--- config.mk ---
export PLATFORM = sky130hd
export DESIGN_NAME = sme_ctrl
export DESIGN_NICKNAME = d
export VERILOG_FILES = /design/src/rtl/sme_pkg.sv /design/src/rtl/sme_char_buf.sv /design/src/rtl/sme_ctrl.sv
export SDC_FILE = /design/constraint.sdc
export NUM_CORES = 1
export LEC_CHECK = 0
export BUFFER_PORTS_ARGS = -buffer_cell sky130_fd_sc_hd__buf_2
export CORE_MARGIN = 1
export CORE_UTILIZATION = 62
export DETAILED_ROUTE_END_ITERATION = 8
export GPL_TIMING_DRIVEN = 1
export PLACE_DENSITY = 0.79
export REMOVE_ABC_BUFFERS = 1
export SETUP_SLACK_MARGIN = 0.5
export SLEW_MARGIN = 40
export SYNTH_ARGS = -nofsm -noshare
export SYNTH_HDL_FRONTEND = slang
export SYNTH_HIERARCHICAL = 1
export SYNTH_SLANG_ARGS = --single-unit
--- constraint.sdc ---
create_clock -name clk -period 3.5 [get_ports clk]
set_input_delay 0.525 -clock clk [delete_from_list [all_inputs] [get_ports clk]]
set_output_delay 0.525 -clock clk [all_outputs]
set_load 0.02 [all_outputs]
--- src/rtl/sme_pkg.sv ---
// Shared types and constants for the regex-engine front-end controller.
// Holds the controller state encoding, default buffer depths and special characters.
package sme_pkg;

  typedef enum logic [2:0] {
    IDLE     = 3'd0,
    SEND_STR = 3'd1,
    SEND_PAT = 3'd2,
    GAP      = 3'd3,
    WAIT     = 3'd4,
    DONE     = 3'd5
  } sme_state_e;

  localparam int STR_DEPTH_DEF = 32;
  localparam int PAT_DEPTH_DEF = 10;
  localparam int TIMEOUT_DEF   = 1023;
  localparam int CNT_W         = 10;
  localparam int IDX_W         = 5;

  localparam logic [7:0] CH_HAT    = 8'h5E;
  localparam logic [7:0] CH_DOLLAR = 8'h24;
  localparam logic [7:0] CH_DOT    = 8'h2E;
  localparam logic [7:0] CH_SPACE  = 8'h20;

endpackage

--- src/rtl/sme_char_buf.sv ---
// Depth x 8 character register file: one synchronous write port, one combinational read port.
// Contents are deliberately not reset; the lengths kept by the controller define what is valid.
module sme_char_buf #(
  parameter int DEPTH = 32,
  parameter int AW    = $clog2(DEPTH)
) (
  input  logic          clk,
  input  logic          we,
  input  logic [AW-1:0] waddr,
  input  logic [7:0]    wdata,
  input  logic [AW-1:0] raddr,
  output logic [7:0]    rdata
);

  logic [7:0] mem_r [DEPTH];

  // Write port; addresses past a non-power-of-two depth are dropped
  always_ff @(posedge clk) begin
    if (we && (int'(waddr) < DEPTH)) begin
      mem_r[waddr] <= wdata;
    end
  end

  // Combinational read port
  always_comb begin
    rdata = 8'h00;
    if (int'(raddr) < DEPTH) begin
      rdata = mem_r[raddr];
    end else begin
      rdata = 8'h00;
    end
  end

endmodule

--- src/rtl/sme_ctrl.sv ---
// Host-side controller: buffers a string and a pattern, streams them to the match
// engine, then waits (with timeout) for the engine result and reports it with done.
module sme_ctrl
  import sme_pkg::*;
#(
  parameter int STR_DEPTH = STR_DEPTH_DEF,
  parameter int PAT_DEPTH = PAT_DEPTH_DEF,
  parameter int TIMEOUT   = TIMEOUT_DEF
) (
  input  logic             clk,
  input  logic             reset,
  input  logic             wr_en,
  input  logic             wr_pat,
  input  logic [7:0]       wr_data,
  input  logic             clr,
  input  logic             start,
  input  logic             keep_str,
  output logic             busy,
  output logic             done,
  output logic             match,
  output logic [IDX_W-1:0] match_index,
  output logic             err,
  output logic [7:0]       eng_chardata,
  output logic             eng_isstring,
  output logic             eng_ispattern,
  input  logic             eng_valid,
  input  logic             eng_match,
  input  logic [IDX_W-1:0] eng_match_index
);

  localparam int SAW = $clog2(STR_DEPTH);
  localparam int PAW = $clog2(PAT_DEPTH);
  localparam int SLW = $clog2(STR_DEPTH + 1);
  localparam int PLW = $clog2(PAT_DEPTH + 1);
  localparam logic [CNT_W-1:0] TIMEOUT_C = CNT_W'(TIMEOUT);

  sme_state_e       state_r;
  logic [SLW-1:0]   str_len_r, sidx_r;
  logic [PLW-1:0]   pat_len_r, pidx_r;
  logic [CNT_W-1:0] cnt_r;
  logic             busy_r, done_r, match_r, err_r;
  logic [IDX_W-1:0] match_index_r;
  logic [7:0]       chardata_r;
  logic             isstring_r, ispattern_r;

  logic             str_we_s, pat_we_s, job_err_s;
  logic [7:0]       str_rd_s, pat_rd_s;

  assign busy          = busy_r;
  assign done          = done_r;
  assign match         = match_r;
  assign match_index   = match_index_r;
  assign err           = err_r;
  assign eng_chardata  = chardata_r;
  assign eng_isstring  = isstring_r;
  assign eng_ispattern = ispattern_r;

  // Host writes land only in IDLE, and start or clr take precedence over them
  always_comb begin
    str_we_s  = 1'b0;
    pat_we_s  = 1'b0;
    job_err_s = (pat_len_r == {PLW{1'b0}}) || ((str_len_r == {SLW{1'b0}}) && !keep_str);
    if ((state_r == IDLE) && wr_en && !start && !clr) begin
      str_we_s = !wr_pat && (str_len_r < SLW'(STR_DEPTH));
      pat_we_s = wr_pat && (pat_len_r < PLW'(PAT_DEPTH));
    end else begin
      str_we_s = 1'b0;
      pat_we_s = 1'b0;
    end
  end

  sme_char_buf #(.DEPTH(STR_DEPTH)) u_str_buf (
    .clk   (clk),
    .we    (str_we_s),
    .waddr (str_len_r[SAW-1:0]),
    .wdata (wr_data),
    .raddr (sidx_r[SAW-1:0]),
    .rdata (str_rd_s)
  );

  sme_char_buf #(.DEPTH(PAT_DEPTH)) u_pat_buf (
    .clk   (clk),
    .we    (pat_we_s),
    .waddr (pat_len_r[PAW-1:0]),
    .wdata (wr_data),
    .raddr (pidx_r[PAW-1:0]),
    .rdata (pat_rd_s)
  );

  // Job sequencer; the read indices run one ahead of the character on the engine bus
  always_ff @(posedge clk) begin
    if (reset) begin
      state_r       <= IDLE;
      str_len_r     <= {SLW{1'b0}};
      pat_len_r     <= {PLW{1'b0}};
      sidx_r        <= {SLW{1'b0}};
      pidx_r        <= {PLW{1'b0}};
      cnt_r         <= {CNT_W{1'b0}};
      busy_r        <= 1'b0;
      done_r        <= 1'b0;
      match_r       <= 1'b0;
      match_index_r <= {IDX_W{1'b0}};
      err_r         <= 1'b0;
      chardata_r    <= 8'h00;
      isstring_r    <= 1'b0;
      ispattern_r   <= 1'b0;
    end else begin
      case (state_r)
        IDLE: begin
          if (start) begin
            if (job_err_s) begin
              state_r       <= DONE;
              done_r        <= 1'b1;
              err_r         <= 1'b1;
              match_r       <= 1'b0;
              match_index_r <= {IDX_W{1'b0}};
            end else if (keep_str) begin
              state_r     <= SEND_PAT;
              busy_r      <= 1'b1;
              ispattern_r <= 1'b1;
              chardata_r  <= pat_rd_s;
              pidx_r      <= PLW'(1);
            end else begin
              state_r    <= SEND_STR;
              busy_r     <= 1'b1;
              isstring_r <= 1'b1;
              chardata_r <= str_rd_s;
              sidx_r     <= SLW'(1);
            end
          end else if (clr) begin
            str_len_r <= {SLW{1'b0}};
            pat_len_r <= {PLW{1'b0}};
          end else if (str_we_s) begin
            str_len_r <= str_len_r + SLW'(1);
          end else if (pat_we_s) begin
            pat_len_r <= pat_len_r + PLW'(1);
          end
        end
        SEND_STR: begin
          if (sidx_r == str_len_r) begin
            state_r     <= SEND_PAT;
            isstring_r  <= 1'b0;
            ispattern_r <= 1'b1;
            chardata_r  <= pat_rd_s;
            pidx_r      <= PLW'(1);
          end else begin
            chardata_r <= str_rd_s;
            sidx_r     <= sidx_r + SLW'(1);
          end
        end
        SEND_PAT: begin
          if (pidx_r == pat_len_r) begin
            state_r     <= GAP;
            ispattern_r <= 1'b0;
            chardata_r  <= 8'h00;
          end else begin
            chardata_r <= pat_rd_s;
            pidx_r     <= pidx_r + PLW'(1);
          end
        end
        GAP: begin
          state_r <= WAIT;
          cnt_r   <= {CNT_W{1'b0}};
          sidx_r  <= {SLW{1'b0}};
          pidx_r  <= {PLW{1'b0}};
        end
        WAIT: begin
          if (eng_valid) begin
            state_r       <= DONE;
            done_r        <= 1'b1;
            match_r       <= eng_match;
            match_index_r <= eng_match_index;
            err_r         <= 1'b0;
          end else if (cnt_r == TIMEOUT_C) begin
            state_r       <= DONE;
            done_r        <= 1'b1;
            match_r       <= 1'b0;
            match_index_r <= {IDX_W{1'b0}};
            err_r         <= 1'b1;
          end else begin
            cnt_r <= cnt_r + CNT_W'(1);
          end
        end
        DONE: begin
          state_r <= IDLE;
          done_r  <= 1'b0;
          busy_r  <= 1'b0;
          cnt_r   <= {CNT_W{1'b0}};
        end
        default: begin
          state_r     <= IDLE;
          busy_r      <= 1'b0;
          done_r      <= 1'b0;
          isstring_r  <= 1'b0;
          ispattern_r <= 1'b0;
          chardata_r  <= 8'h00;
        end
      endcase
    end
  end

endmodule

# Yosys cells after proc, flatten, opt, wreduce, memory -nomap -nowiden
# Memories as Yosys holds them, arrays and structs flattened. A register that Yosys moved wholly into a read port is not among the register bits.
# Cells that the tools add are included.
# op_classes
n_addsub	5
magnitude_cmp	4
eq_ne	21
n_mux	75
bitwise	5
reduce_logical	38
# op_table
operator	n
two-way mux 8 bit	6
two-way mux 4 bit	10
two-way mux 6 bit	6
one-hot mux 8 bit (4 select lines)	1
two-way mux 5 bit	6
two-way mux 1 bit	26
inequality test 2 bit, second input constant	12
two-way mux 10 bit	2
one-hot mux 10 bit (2 select lines)	1
two-way mux 3 bit	6
one-hot mux 6 bit (3 select lines)	1
one-hot mux 4 bit (4 select lines)	1
AND reduction 4 bit	4
one-hot mux 3 bit (5 select lines)	1
adder 6 x 1 -> 6 bit, second input constant	2
less-than comparator 4 bit, second input constant	3
AND reduction 3 bit	4
AND reduction 6 bit	2
adder 10 x 1 -> 10 bit, second input constant	1
== test 10 bit, second input constant	1
one-hot mux 5 bit (2 select lines)	1
AND reduction 5 bit	2
adder 4 x 1 -> 4 bit, second input constant	2
nonzero test 2 bit	4
other kinds (23)	43
# totals
register_bits	52
ramBits	336
wordCells	164
memories	2
# memory_table
name	depth	word_bits	rd	rd_clocked_by_memory_dff	wr	line	rtl
u_str_buf.mem_r	32	8	1	1	1	sme_char_buf.sv:15	logic [7:0] mem_r [DEPTH];
u_pat_buf.mem_r	10	8	1	1	1	sme_char_buf.sv:15	

# Depth between registers and ports, before layout
# logic_depth
ltp_word	8
mapped_depth	7
ltp_nobuf	7

# Modules after synthesis
# The synthesis kept the hierarchy.
# by_module_without_submodules
mod	n_inst	cells_per_inst	area_each_um2	seq_area_each_um2
sme_char_buf at u_str_buf	1	409	9893.2	7687.4
sme_char_buf at u_pat_buf	1	181	3263.1	2402.3
sme_ctrl	1	326	2852.7	1041.0

# Least setup slack after synthesis
# OpenSTA, ideal clock, no wires.
# synth_path
kind	reg2reg
start	register state_r[1]
end	memory u_str_buf.mem_r[28][0], enable pin
arrival_time_ps	2405
t_required_ps	3130
setup_slack_ps	724
path_stages_with_launch	8
n_path_buf	2
path_cell_list	dfxtp_1 buf_2 nor4_4 nand3b_1 nor3_1 or3b_2 clkbuf_1 nor2_1
# synth_between
elab_chain_len	7
# synth_rtl
item	line	rtl
from (decl)	sme_ctrl.sv:37	sme_state_e state_r;
from (signal assigned)	sme_ctrl.sv:93	state_r <= IDLE;
from (signal assigned)	sme_ctrl.sv:112	state_r <= DONE;
from (signal assigned)	sme_ctrl.sv:118	state_r <= SEND_PAT;
logical NOT 3 bit	sme_ctrl.sv:63	if ((state_r == IDLE) && wr_en && !start && !clr) begin
logical AND 1 bit (3 in series)	sme_ctrl.sv:63	
two-way mux 1 bit	sme_ctrl.sv:63	
net str_we_s	sme_ctrl.sv:46	logic str_we_s, pat_we_s, job_err_s;
two-way mux 1 bit	sme_char_buf.sv:19	if (we && (int'(waddr) < DEPTH)) begin
two-way mux 1 bit (implied by the code)	sme_char_buf.sv:20	mem_r[waddr] <= wdata;
to (decl)	sme_char_buf.sv:15	
# The timed path passes the listed nets, and every way through them passes these cells.

# Worst setup path after layout
# layout_path
start	register state_r[0]
end	memory u_str_buf.mem_r[4][1], enable pin
# Same word-level chain as after synthesis.

==> metrics <==
worst-skew pair later-pin latency=about 520 ps; GPL Wtd Cong=just under 0.9; maximum root-to-sink buffer count=3; final HPWL from detailed placement=approximately 21000 um; RSZ-0062 raised after global routing=yes; sequential share of power=between 50% and 60%; Worst Hold Path Cells=3; fillcell total=between 1500 and 2000; PortBufs=40; Clk pwr share=between 30% and 40%; reg2reg setup slack=approximately 560 ps; initial core utilization=between 60% and 70%; Pwr Density=approximately 580 nW/um^2; syn_area_per_cell=around 17 um^2; Slew headroom=a little over two fifths; Worst Path Max Fanout=13; antenna diode count=0; Internal=approximately 7.9 mW; Clock Skews=about 9.3 ps; wire per inst=around 26 um; Tmin final=between 2000 and 3000 ps; WS Path Type=flip-flop to flip-flop; switch share=about a quarter; R2R Path End=u_str_buf/mem_r[4][1]; antenna-violating nets left=0; routed vias/inst=about 6.6; total of max-cap violations=0; total CTS buffers=39; number of synthesized flops with an enable pin=336; htree depth=2; Layout area overhead=12.3%; mapped cell area=approximately 16000 um^2; worst-margin pin slew=around 840 ps; FFs w/ async S/R, synth=0%; first-pass GRT wire length=approximately 53000 um; CTS tree=yes; antenna violations before repair=0; Nets=about 1000; Synth Flop Type=edfxtp_1; Post-route DRC=0; post-route clock period utilization=83.9%; vias in the first global route=between 8000 and 9000; Worst Hold Class=input port to flip-flop; Die ar.=around 26000 um^2; Sink Count=between 300 and 400; Clock Pin Slew Worst Setup and Hold Paths=roughly 60 ps; setup TNS=0 ps; critical path capture point type=flip-flop; Yosys reg bits=just under 400; Ports=41; Arr. time, crit path=around 3100 ps; HP Start=eng_match_index[2]; fmax=341 MHz; layout cell share with drive strength beyond 1=28.3%; # setup viols final=0; Hold Vio Cnt, Final=0; total track usage=about 28%; outcome=finished clean; CORE AREA=25300 um^2; die span in y=around 160 um; initial drt markers=1096; wirelength, routed=roughly 35000 um; Post-CTS Hold Buffers=0; sequential share of the synthesized area=69.5%; Crit Reg-Reg Startpoint=state_r[0]; VDD IR max=0.468 mV; Root Buffer=clkbuf_16; Max Slew Vio Count=0; Switch Pwr=~2.5 mW; most common cell after layout, fill and taps aside=edfxtp_1; commonest non-fill, non-tap cells in the layout=336 x edfxtp_1, 80 x mux4_2, 67 x nor2_1; Worst Hold End=match_index[2]; PnR Total Power=between 10 and 15 mW; Logic pwr share=11.5%; Rows=58; reg2reg path depth=5; Die W=around 160 um; routed via count=slightly below 9000; Synth cell types=70; pin count of the biggest net entering global routing=70; Leak=approximately 5.7 nW; Worst Path Required=between 3000 and 4000 ps; Initial DRT Pass Iterations=5; total gr overflow=0; synth warn=6; Startpoint Class=flip-flop; Post-Synthesis Cells=916
## repair_timing
action	4_1_cts	5_1_grt
setup buffers	0	0
endpoints found under the setup margin	0	40
gates resized for setup	0	3
## critical path, stage by stage (launching register included)
cell and delay, ps:
dfxtp_1 480, nor4_4 360, nand3b_1 140, nor3_1 300, or3b_2 670, nor2_1 630
## cell type report
| cell class | count | area, um^2 | area share (%) |
|---|---|---|---|
| clock buffer | 53 | 1110 | 6.20 |
| multi-input combinational | 473 | 4610 | 25.6 |
| timing repair buffer | 79 | 538 | 2.99 |
| tap | 330 | 413 | 2.30 |
| inverter | 15 | 56.3 | 0.313 |
| sequential | 388 | 11100 | 61.9 |
| clock inverter | 14 | 115 | 0.640 |
## per-layer routing
metal  track usage [%]  part of all wire (%)  up-vias
li1                  -                     -     3824
met1              40.0                    41     4505
met4              8.20                   2.4        0
met5                 0                     0        -
met3              4.35                   8.0       67
met2              43.6                    49      464
## flip-flops by register name, summed over array words and instances, names as in the netlist
signal           flops
u_str_buf/mem_r    256
u_pat_buf/mem_r     80
cnt_r               10
eng_chardata         8
sidx_r               6
str_len_r            6
match_index          5
pat_len_r            4
pidx_r               4
state_r              3
busy                 1
done                 1
eng_ispattern        1
eng_isstring         1
err                  1
match                1
## stage by stage
stage                     cells  utilization (%)  area (um^2)  setup slack, ps  hold WS [ps]
after detailed placement   1285             66.3        16700              580           453
final                      1352             71.2        18000              565           255
after global routing       1352             71.2        18000              469           262
after global placement     1285             66.2        16700              654           456
after floorplan             876                -        15800            -1030           454
after CTS                  1352             71.1        18000              596           242
## cell families after synthesis
group	after synthesis	synth area share, %
flip-flops	388	69.5
AND/OR/NAND/NOR	199	6.55
multiplexers	133	15.0
AO/OA/AOI/OAI	111	5.39
buffers and inverters	55	1.77
XOR/XNOR	23	1.26
adder cells (fa/ha/maj)	7	0.547
## worst max-delay path by stage
stage	start	endpoint	slack, ps
finish	state_r[0]	u_str_buf/mem_r[4][1]	560
global route	state_r[0]	u_str_buf/mem_r[0][4]	470
CTS	state_r[0]	u_str_buf/mem_r[20][0]	600
detailed placement	start	u_str_buf/mem_r[20][0]	580
global placement	start	u_str_buf/mem_r[20][0]	650
floorplan	sidx_r[0]	eng_chardata[7]	-1030
## cell usage after synthesis (all sizes together), types with 2 or more instances
master	instances	area share, %
a211oi	2	0.094
a21o	3	0.14
a21oi	22	0.73
a221oi	2	0.11
a311oi	4	0.30
a31oi	5	0.20
a41oi	3	0.16
and3	3	0.12
buf	25	1.1
clkbuf	15	0.36
dfxtp	52	6.5
edfxtp	336	63
ha	7	0.55
inv	15	0.35
mux2	49	3.4
mux2i	4	0.25
mux4	80	11
nand2	35	0.87
nand2b	19	0.76
nand3	10	0.31
nand3b	11	0.52
nand4	4	0.16
nor2	71	1.7
nor2b	3	0.12
nor3	15	0.50
nor3b	4	0.22
nor4	6	0.33
o211ai	10	0.55
o21a	7	0.38
o21ai	13	0.45
o221ai	7	0.38
o22ai	16	0.63
o31ai	10	0.81
or2	3	0.12
or3	3	0.12
or3b	5	0.27
xnor2	14	0.77
xor2	9	0.49
## power groups by stage
stage	clock (mW)	combinational, mW	sequential (mW)
2_1_floorplan	0	0.668	5.42
3_3_place_gp	0	1.16	5.31
3_5_place_dp	0	1.18	5.32
4_1_cts	4.05	1.19	5.22
5_1_grt	4.21	1.29	5.23
6_report	4.00	1.19	5.22
Note: power is estimated with default switching activity, not from simulation.
